--- src/rtl/dvsd_mac_acc.sv ---
// rtl/dvsd_mac_acc.sv - Saturating multi-term accumulator for multiplier products
//
// Sums a programmed number of 16-bit unsigned products into an ACC_W-bit
// register and presents the result over a valid/ready handshake.
//
// Ports:
//   clk        - system clock, rising edge
//   rst        - synchronous active-high reset
//   start, len - launch a job of len terms (sampled in IDLE only)
//   prod, prod_valid, prod_ready - incoming product stream
//   acc, acc_valid, acc_ready    - result handshake
//   overflow   - sticky saturation flag for the current/last job
//   busy       - high while a job is accumulating or awaiting pickup
`timescale 1ns/1ps

module dvsd_mac_acc #(
  parameter int ACC_W = 24,
  parameter int LEN_W = 8
) (
  input  logic             clk,
  input  logic             rst,
  input  logic             start,
  input  logic [LEN_W-1:0] len,
  input  logic [15:0]      prod,
  input  logic             prod_valid,
  output logic             prod_ready,
  output logic [ACC_W-1:0] acc,
  output logic             acc_valid,
  input  logic             acc_ready,
  output logic             overflow,
  output logic             busy
);

  typedef enum logic [1:0] {
    IDLE  = 2'd0,
    ACCUM = 2'd1,
    DONE  = 2'd2
  } state_t;

  state_t           state;
  state_t           state_nxt;
  logic [LEN_W-1:0] count;
  logic [LEN_W-1:0] count_nxt;
  logic [ACC_W-1:0] acc_nxt;
  logic             overflow_nxt;
  logic [ACC_W:0]   sum;

  // One extra bit so the carry-out directly signals saturation.
  assign sum = {1'b0, acc} + {{(ACC_W - 15){1'b0}}, prod};

  // Handshake outputs depend on state only, never on the partner's valid/ready.
  assign prod_ready = (state == ACCUM);
  assign acc_valid  = (state == DONE);
  assign busy       = (state != IDLE);

  always_ff @(posedge clk) begin
    if (rst) begin
      state    <= IDLE;
      count    <= '0;
      acc      <= '0;
      overflow <= 1'b0;
    end else begin
      state    <= state_nxt;
      count    <= count_nxt;
      acc      <= acc_nxt;
      overflow <= overflow_nxt;
    end
  end

  always_comb begin
    state_nxt    = state;
    count_nxt    = count;
    acc_nxt      = acc;
    overflow_nxt = overflow;
    case (state)
      IDLE: begin
        if (start) begin
          acc_nxt      = '0;
          overflow_nxt = 1'b0;
          if (len != '0) begin
            count_nxt = len;
            state_nxt = ACCUM;
          end else begin
            state_nxt = DONE;
          end
        end
      end
      ACCUM: begin
        if (prod_valid) begin
          if (sum[ACC_W]) begin
            acc_nxt      = '1;
            overflow_nxt = 1'b1;
          end else begin
            acc_nxt = sum[ACC_W-1:0];
          end
          count_nxt = count - LEN_W'(1);
          // count is loaded non-zero, so leaving at 1 means it never wraps.
          if (count == LEN_W'(1)) begin
            state_nxt = DONE;
          end
        end
      end
      DONE: begin
        if (acc_ready) begin
          state_nxt = IDLE;
        end
      end
      default: state_nxt = IDLE;
    endcase
  end

endmodule

--- config.mk ---
export PLATFORM = sky130hd
export DESIGN_NAME = dvsd_mac_acc
export DESIGN_NICKNAME = d
export VERILOG_FILES = /design/src/rtl/dvsd_mac_acc.sv
export SDC_FILE = /design/constraint.sdc
export NUM_CORES = 1
export LEC_CHECK = 0
export CORE_ASPECT_RATIO = 0.7
export CORE_MARGIN = 4
export CORE_UTILIZATION = 42
export CTS_CLUSTER_SIZE = 24
export DETAILED_ROUTE_END_ITERATION = 8
export DONT_BUFFER_PORTS = 1
export HOLD_SLACK_MARGIN = 0.12
export PLACE_DENSITY = 0.62
export SLEW_MARGIN = 20
export SYNTH_ARGS = -nofsm -noshare
export SYNTH_HDL_FRONTEND = slang
export SYNTH_SLANG_ARGS = --single-unit
export TNS_END_PERCENT = 5
--- constraint.sdc ---
create_clock -name clk -period 7.8 [get_ports clk]
set_clock_uncertainty 0.05 [all_clocks]
set_input_delay 0.39 -clock clk [delete_from_list [all_inputs] [get_ports clk]]
set_output_delay 0.39 -clock clk [all_outputs]
set_load 0.05 [all_outputs]
# Yosys cells after proc, flatten, opt, wreduce, memory -nomap -nowiden
# Index checks and enable logic that the tools add are counted.
dict set report op_classes {
  div 0
  mul 0
  reduce_logical 8
  mux 18
  eq_ne 9
  shifts 0
  n_lt_le_gt_ge 0
  bitwise 0
  n_addsub 2
}
# operator n
set op_table {}
lappend op_table {{$mux 24} 3}
lappend op_table {{$pmux 24 s2} 1}
lappend op_table {{$add 24x16->25} 1}
lappend op_table {{$mux 8} 3}
lappend op_table {{$pmux 8 s2} 1}
lappend op_table {{$reduce_and 4->1} 3}
lappend op_table {{$mux 2} 5}
lappend op_table {{$eq 8x1->1 const B} 1}
lappend op_table {{$reduce_bool 8->1} 1}
lappend op_table {{$sub 8x1->8 const B} 1}
lappend op_table {{$ne 2x1->1 const B} 3}
lappend op_table {{$ne 2x2->1 const B} 3}
lappend op_table {{$pmux 2 s3} 1}
lappend op_table {{$reduce_bool 2->1} 2}
lappend op_table {{$mux 1} 3}
lappend op_table {{$reduce_and 3->1} 1}
lappend op_table {{$eq 2x1->1 const B} 1}
lappend op_table {{$eq 2x2->1 const B} 1}
lappend op_table {{$logic_not 2->1} 1}
lappend op_table {{$pmux 1 s2} 1}
dict set report totals {
  latch_bits 0
  output_inout_bits 28
  input_bits 29
  mem_bits_ro 0
  ramBits 0
  regBits 35
  wordCells 41
  n_memories 0
}

# Depth between registers and ports, before layout
# Gate-level depths: netlist of run 1.
dict set report logic_depth {
  ltp_word 4
  ltp_mapped 11
  ltp_nobuf 9
}

# Worst setup path after synthesis of run 1
# Ideal clock, no wire load.
dict set report synth_path {
  path_type {flip-flop to flip-flop}
  startpoint {register acc[0]}
  endpoint {register acc[11]}
  arrival_time_ns 2.785
  path_buffers 1
  required_time_ns 7.633
  period_less_slack_ns 2.952
  slack_ns 4.848
  stages_incl_launch_ff 11
  path_cell_list {dfxtp_1 ha_1 fa_1 a211oi_2 nor3_2 o21bai_4 a21oi_2 and3_1 buf_6 or4_1 a22o_1}
}
dict set report synth_via {
  elab_chain_cells 4
}
# item line
set synth_lines {}
lappend synth_lines {{start: declaration} 27} ;# output logic [ACC_W-1:0] acc,
lappend synth_lines {{start signal: assignment} 65} ;# acc <= acc_nxt;
lappend synth_lines {{$add 24x16->25} 49} ;# assign sum = {1'b0, acc} + {{(ACC_W - 15){1'b0}}, prod};
lappend synth_lines {{$mux 24} 90} ;# if (sum[ACC_W]) begin
lappend synth_lines {{$mux 24} 89} ;# if (prod_valid) begin
lappend synth_lines {{$pmux 24 s2} 75} ;# case (state)
# Every way passes these cells. The select of a mux whose other input is x is not followed.
# A chain may end at the register's enable or synchronous reset.

# Worst setup path in the final report of run 1
# Same ends and word-level chain as after synthesis.

==> results of run 1 <==
[synth_stat cells, drive strengths merged (2+ instances only)]
library cell,number
a211o,5
a211oi,8
a21o,8
a21oi,28
a221o,3
a22oi,6
a31oi,3
and2,2
and3,4
buf,4
clkbuf,10
dfxtp,35
ha,18
inv,11
mux2i,2
nand2,46
nand2b,3
nand3,7
nand4,2
nand4b,2
nor2,23
nor2b,3
nor3,8
nor4,2
nor4b,3
o21ai,32
o21bai,2
o221ai,2
o31ai,3
or2,2
or3,2
or4,3
xnor2,8
xor2,4
[state kept, by name, summed over array words and instances, names as in the netlist]
signal    cells
count         8
acc          24
overflow      1
state         2
[critical path: cells and delay by family, from the launching register on]
kind                     cells  cell delay [ps]
flip-flops                   1              500
AO/OA/AOI/OAI                4              790
adder cells (fa/ha/maj)      2              780
AND/OR/NAND/NOR              3             1110
[where the power goes]
group	internal, uW	switching, uW
Combinational	42.4	64.9
Sequential	188	23.5
Clock	80.4	71.7
[per-stage QoR]
step / cells / power (uW) / utilization, %
after floorplan: 322 / 302 / -
after global placement: 385 / 319 / 44.5
after detailed placement: 385 / 320 / 44.5
after CTS: 394 / 476 / 46.4
after global routing: 394 / 499 / 46.4
final: 394 / 471 / 46.4
[final timing paths]
path                  from  endpoint  cells past startpoint
setup / recovery    acc[0]   acc[11]                      9
hold / removal         rst  state[1]                      1
setup reg to reg    acc[0]   acc[11]                      9
hold reg to reg   count[7]  count[7]                      2
[repair_timing]
action                                  in CTS  in global routing
hold buffers                                 1                  0
hold endpoints to repair                    12                  0
endpoints found under the setup margin       0                  0
setup buffers                                0                  0
[layout make-up]
cell class / instances / area, sq um / share of cell area, %
Inverter: 11 / 41.3 / 1.54
Tap cell: 75 / 93.8 / 3.51
Clock buffer: 7 / 96.3 / 3.60
Clock inverter: 1 / 7.51 / 0.281
Timing Repair Buffer: 3 / 25.0 / 0.936
Multi-Input combinational cell: 262 / 1710 / 63.9
Sequential cell: 35 / 701 / 26.2
[cells by family (layout without fill, tap and decap cells)]
| logic type | count (synthesis) | after routing | share of synthesized area, % |
|---|---|---|---|
| and+or+nand+nor | 116 | 116 | 22.8 |
| adders and majority gates | 19 | 19 | 9.73 |
| DFF | 35 | 35 | 27.8 |
| buffers and inverters | 25 | 22 | 4.42 |
| muxes | 2 | 2 | 0.794 |
| AOI/OAI and AO/OA | 113 | 113 | 30.2 |
| xor gates and xnor gates | 12 | 12 | 4.17 |
[routing by layer]
metal	up-vias	track usage [%]	share of wire, %
met2	67	26.4	41
met5	-	0	0
li1	1176	-	-
met3	4	5.83	8.3
met1	1071	27.5	50
met4	0	5.08	0.52
==> impl_metrics.ini, run 1 <==
[outcome]
status = finished, final reports clean

[cells_and_area]
final_common_cell = nand2_1
final_cell_mix = nand2_1 (46), dfxtp_1 (35), a21oi_1 (25)
nFillCells = 595
nets = 366
design_area_sq_um = 2670
area_growth_pct = 6.06
final_layout_size_suffix_gt1_share_pct = 6.90
antenna_cells = 0

[place]
hpwl_mm = 4.96
place_area_sq_um = 2560
post-place-ws_ps = 4500
portBuffers = 0
gp_congestion = 0.827

[clock_network]
clock-sinks = 35
cts_resized = 0
clkTransAtPathRegs_ps = 80
cts_buffer_depth = 2
cts_tree = done
clk_latency_ps = 300
cts_buffers = 5
htree_levels = 2
root_buffer = clkbuf_8

[synthesis]
synth-edff-count = 0
synth_warnings = 0
async_flop_share_pct = 0
ys.flop_type = dfxtp_1
synth_area_sq_um = 2520
synth_cell_types = 62
yosysSeqAreaShare_pct = 27.8
synth-seq-cells = 35
synth_nets = 370
synth_area_leaders = dfxtp_1 (28%), ha_1 (8.9%), nand2_1 (6.9%), a21oi_1 (5.0%), o21ai_0 (4.0%)
syn_avg_cell_area_sq_um = 7.83
synth.largest_area_cell = dfxtp_1
synth_cells = 322
yosysTopAreaCellShare_pct = 27.8

[timing]
final_hold_viol_count = 0
hold_slack_ps = 237
drv_slew = 0
setup_ws_ps = 4460
setup_viol = 0
fmax_mhz = 300
max_slew_margin_pct = 38.5
period_share_pct = 42.8
layout_min_cycle_time_ps = 3340
worstMarginPinSlew_ps = 921
rsz0062_at_grt = no
final.setup.tns_ps = 0

[critical_path]
crit_fanout = 18
start_kind = flop
worst_path_largest_cell_delay_ps = 610
path_cells = ha_1 -> fa_1 -> a211oi_2 -> nor3_2 -> o21bai_4 -> a21oi_2 -> and3_1 -> or4_1 -> a22o_1
crit_slowest_cell = or4_1
cp_data_required_time_ps = 7950
r2r_slack_ps = 4460
critPathKind = reg2reg
cp-end-kind = flop
arrival_ps = 3480

[global_routing]
grt_use_total_pct = 18.8
grt_pass1_vias = 2196
antenna_found_initial = 0
grt-ovfl-total = 0
grt_max_degree = 20
grt_pass1_wl_mm = 11.0

[flow_run]
drv_cap = 0

[floorplanning]
rows = 23
dieArea_sq_um = 7320
io-pin-count = 57
die_x_um = 101
start_util_pct = 43.8
die_y_um = 72.8
core_area_sq_um = 5760

[drt]
dr.pass1.iters = 4
via_per_inst = 5.88
drc = 0
routed_wl_mm = 6.53
via_count = 2318
wl_per_cell_um = 16.6
first_iter_violations = 109
drtAntennaViolNets = 0

[hold_path]
min_path_type = in2reg

[pwr]
ir_drop_mv = 0.0762
p_leak_uw = 0.00115
pwr_density_cell_nw_per_um2 = 176
Power figures use the tool's default switching activity.
==> run 2, diff against run 1 <==
ABC_AREA = 1   (was default)
PLACE_DENSITY = 0.65   (was 0.62)
clock period = 3.05 ns   (was 7.8 ns; I/O delays follow)
==> impl_metrics.ini, run 2 <==
[outcome]
status = finished, final reports clean

[cells_and_area]
top_register = acc
final_layout_size_suffix_gt1_share_pct = 11.4
final_common_cell = nand2_1
final_cell_mix = nand2_1 (194), inv_1 (68), nor2_1 (46)
area_growth_pct = 15.5
nets = 606
design_area_sq_um = 3580
reg.largest.list = acc: 24 flops, count: 8 flops, state: 2 flops
largest_reg_flops = 24
post-route-util_pct = 51.4
antenna_cells = 0

[synthesis]
synth-seq-cells = 35
synth_cell_types = 37
yosysTopAreaCellShare_pct = 23.5
synth_nets = 572
synth_area_leaders = nand2_1 (23%), dfxtp_1 (23%), inv_1 (8.2%), ha_1 (7.3%), a21oi_1 (6.0%)
synth_cells = 524
synth_warnings = 0
synth-edff-count = 0
async_flop_share_pct = 0
yosysMostFrequentCell = nand2_1
syn_avg_cell_area_sq_um = 5.92
synth_commonest_cells = nand2_1 (194), inv_1 (68), nor2_1 (46), a21oi_1 (37), dfxtp_1 (35)
synth.largest_area_cell = nand2_1
yosysSeqAreaShare_pct = 22.6
ys.flop_type = dfxtp_1
synth_area_sq_um = 3100

[timing]
final_hold_viol_count = 0
fmax_mhz = 351
worstMarginPinSlew_ps = 886
setup_viol = 0
period_share_pct = 93.3
final.setup.tns_ps = 0
rsz0062_at_grt = no
layout_min_cycle_time_ps = 2850
max_slew_margin_pct = 40.7
drv_slew = 0
setup_ws_ps = 203

[clock_network]
clk_latency_ps = 290
clock-sinks = 35
cts_resized = 0
htree_levels = 2
cts_tree = done
cts_buffer_depth = 2
cts_buffers = 5
root_buffer = clkbuf_8
clkTransAtPathRegs_ps = 80

[drt]
first_iter_violations = 227
via_count = 3341
via_per_inst = 5.12
dr.pass1.iters = 5
drtAntennaViolNets = 0
drc = 0
wl_per_cell_um = 13.8
routed_wl_mm = 8.99

[critical_path]
cp_top_family = simple AND/OR/NAND/NOR gates
worst_path_largest_cell_delay_ps = 560
path_buf_inv = 1
crit_slowest_cell = dlygate4sd3_1
critPathKind = reg2reg
cpMostUsedCell = nand2_1
path_cells = ha_1 -> fa_1 -> nand2_1 -> nand2_1 -> nand3_1 -> nand2_2 -> nand2_2 -> nand2_4 -> nand3_4 -> nand3_2 -> nand2_1 -> a21oi_2 -> dlygate4sd3_1
start_kind = flop
cp_data_required_time_ps = 3180
cp-end-kind = flop
arrival_ps = 2980
crit_fanout = 22

[pwr]
pwr_density_cell_nw_per_um2 = 578
p_leak_uw = 0.00180
ir_drop_mv = 0.247

[place]
portBuffers = 0
hpwl_mm = 6.96
place_area_sq_um = 3350
gp_congestion = 0.991
post-place-ws_ps = 769

[hold_path]
min_path_type = in2reg

[floorplanning]
start_util_pct = 44.5
rows = 25
die_x_um = 111
dieArea_sq_um = 8850
core_area_sq_um = 6980
die_y_um = 79.9
io-pin-count = 57

[flow_run]
drv_cap = 0

[global_routing]
grt_use_total_pct = 21.2
grt-ovfl-total = 0
grt_pass1_vias = 3161
grt_max_degree = 30
antenna_found_initial = 0
grt_pass1_wl_mm = 15.4
-- run 2: cell types whose count changed in the layout (fill, tap and decap cells not counted), sizes merged, moves of 7 or more --
cell / delta
inv: +60
a21o: -7
o21ai: -16
buf: +24
dlygate4sd3: +10
nor2: +25
nand3: +33
a21oi: +18
nand2: +154
-- run 2: power breakdown --
group | internal (uW) | switching (uW) | total, uW
Clock | 207 | 181 | 388
Combinational | 327 | 780 | 1110
Sequential | 533 | 43.1 | 576
Total | 1070 | 1000 | 2070
-- run 2: final cells by class --
type | count | area (sq um)
Fill cell | 716 | 3390
Multi-Input combinational cell | 408 | 2080
Sequential cell | 35 | 701
Timing Repair Buffer | 37 | 318
Inverter | 71 | 267
Tap cell | 94 | 118
Clock buffer | 8 | 100
-- run 2: cell families after synthesis --
group / count (synthesis) / synth area share (%)
fa+ha+maj: 19 / 7.90
xor+xnor: 10 / 2.82
simple gates: 309 / 43.1
flops: 35 / 22.6
buf+inv: 81 / 10.4
mux: 1 / 0.323
compound gates: 69 / 12.9
-- run 2: repair_timing --
| action | in CTS | in global routing |
|---|---|---|
| endpoints found under the hold margin | 35 | 0 |
| buffers inserted | 0 | 0 |
| hold buffers | 12 | 0 |
-- run 2: through the flow --
stage	hold slack, ps	total power, uW	instances
final	140	2070	653
after global routing	154	2250	653
after CTS	126	2070	653
after detailed placement	171	1650	633
after global placement	172	1640	633
after floorplan	247	1440	524
-- run 2: final timing paths --
path	from	endpoint	slack, ps	cells after the start
setup / recovery	acc[0]	acc[17]	200	13
hold reg to reg	count[7]	count[7]	430	2
hold / removal	prod[0]	acc[0]	140	3
setup reg to reg	acc[0]	acc[17]	200	13
-- run 2: per-layer routing --
metal / track usage (%) / vias up / routed length, um
li1: - / 1729 / -
met1: 30.5 / 1467 / 4550
met2: 31.7 / 138 / 3500
met3: 5.68 / 7 / 892
met4: 3.81 / 0 / 48
met5: 0 / - / 0
-- run 2: worst register-to-register path, stage by stage (launching register included) --
cell and delay [ps]:
dfxtp_1 320, ha_1 240, fa_1 450, nand2_1 120, nand2_1 110, nand3_1 120, nand2_2 90, nand2_2 100
nand2_4 80, nand3_4 270, nand3_2 100, nand2_1 80, a21oi_2 50, dlygate4sd3_1 560
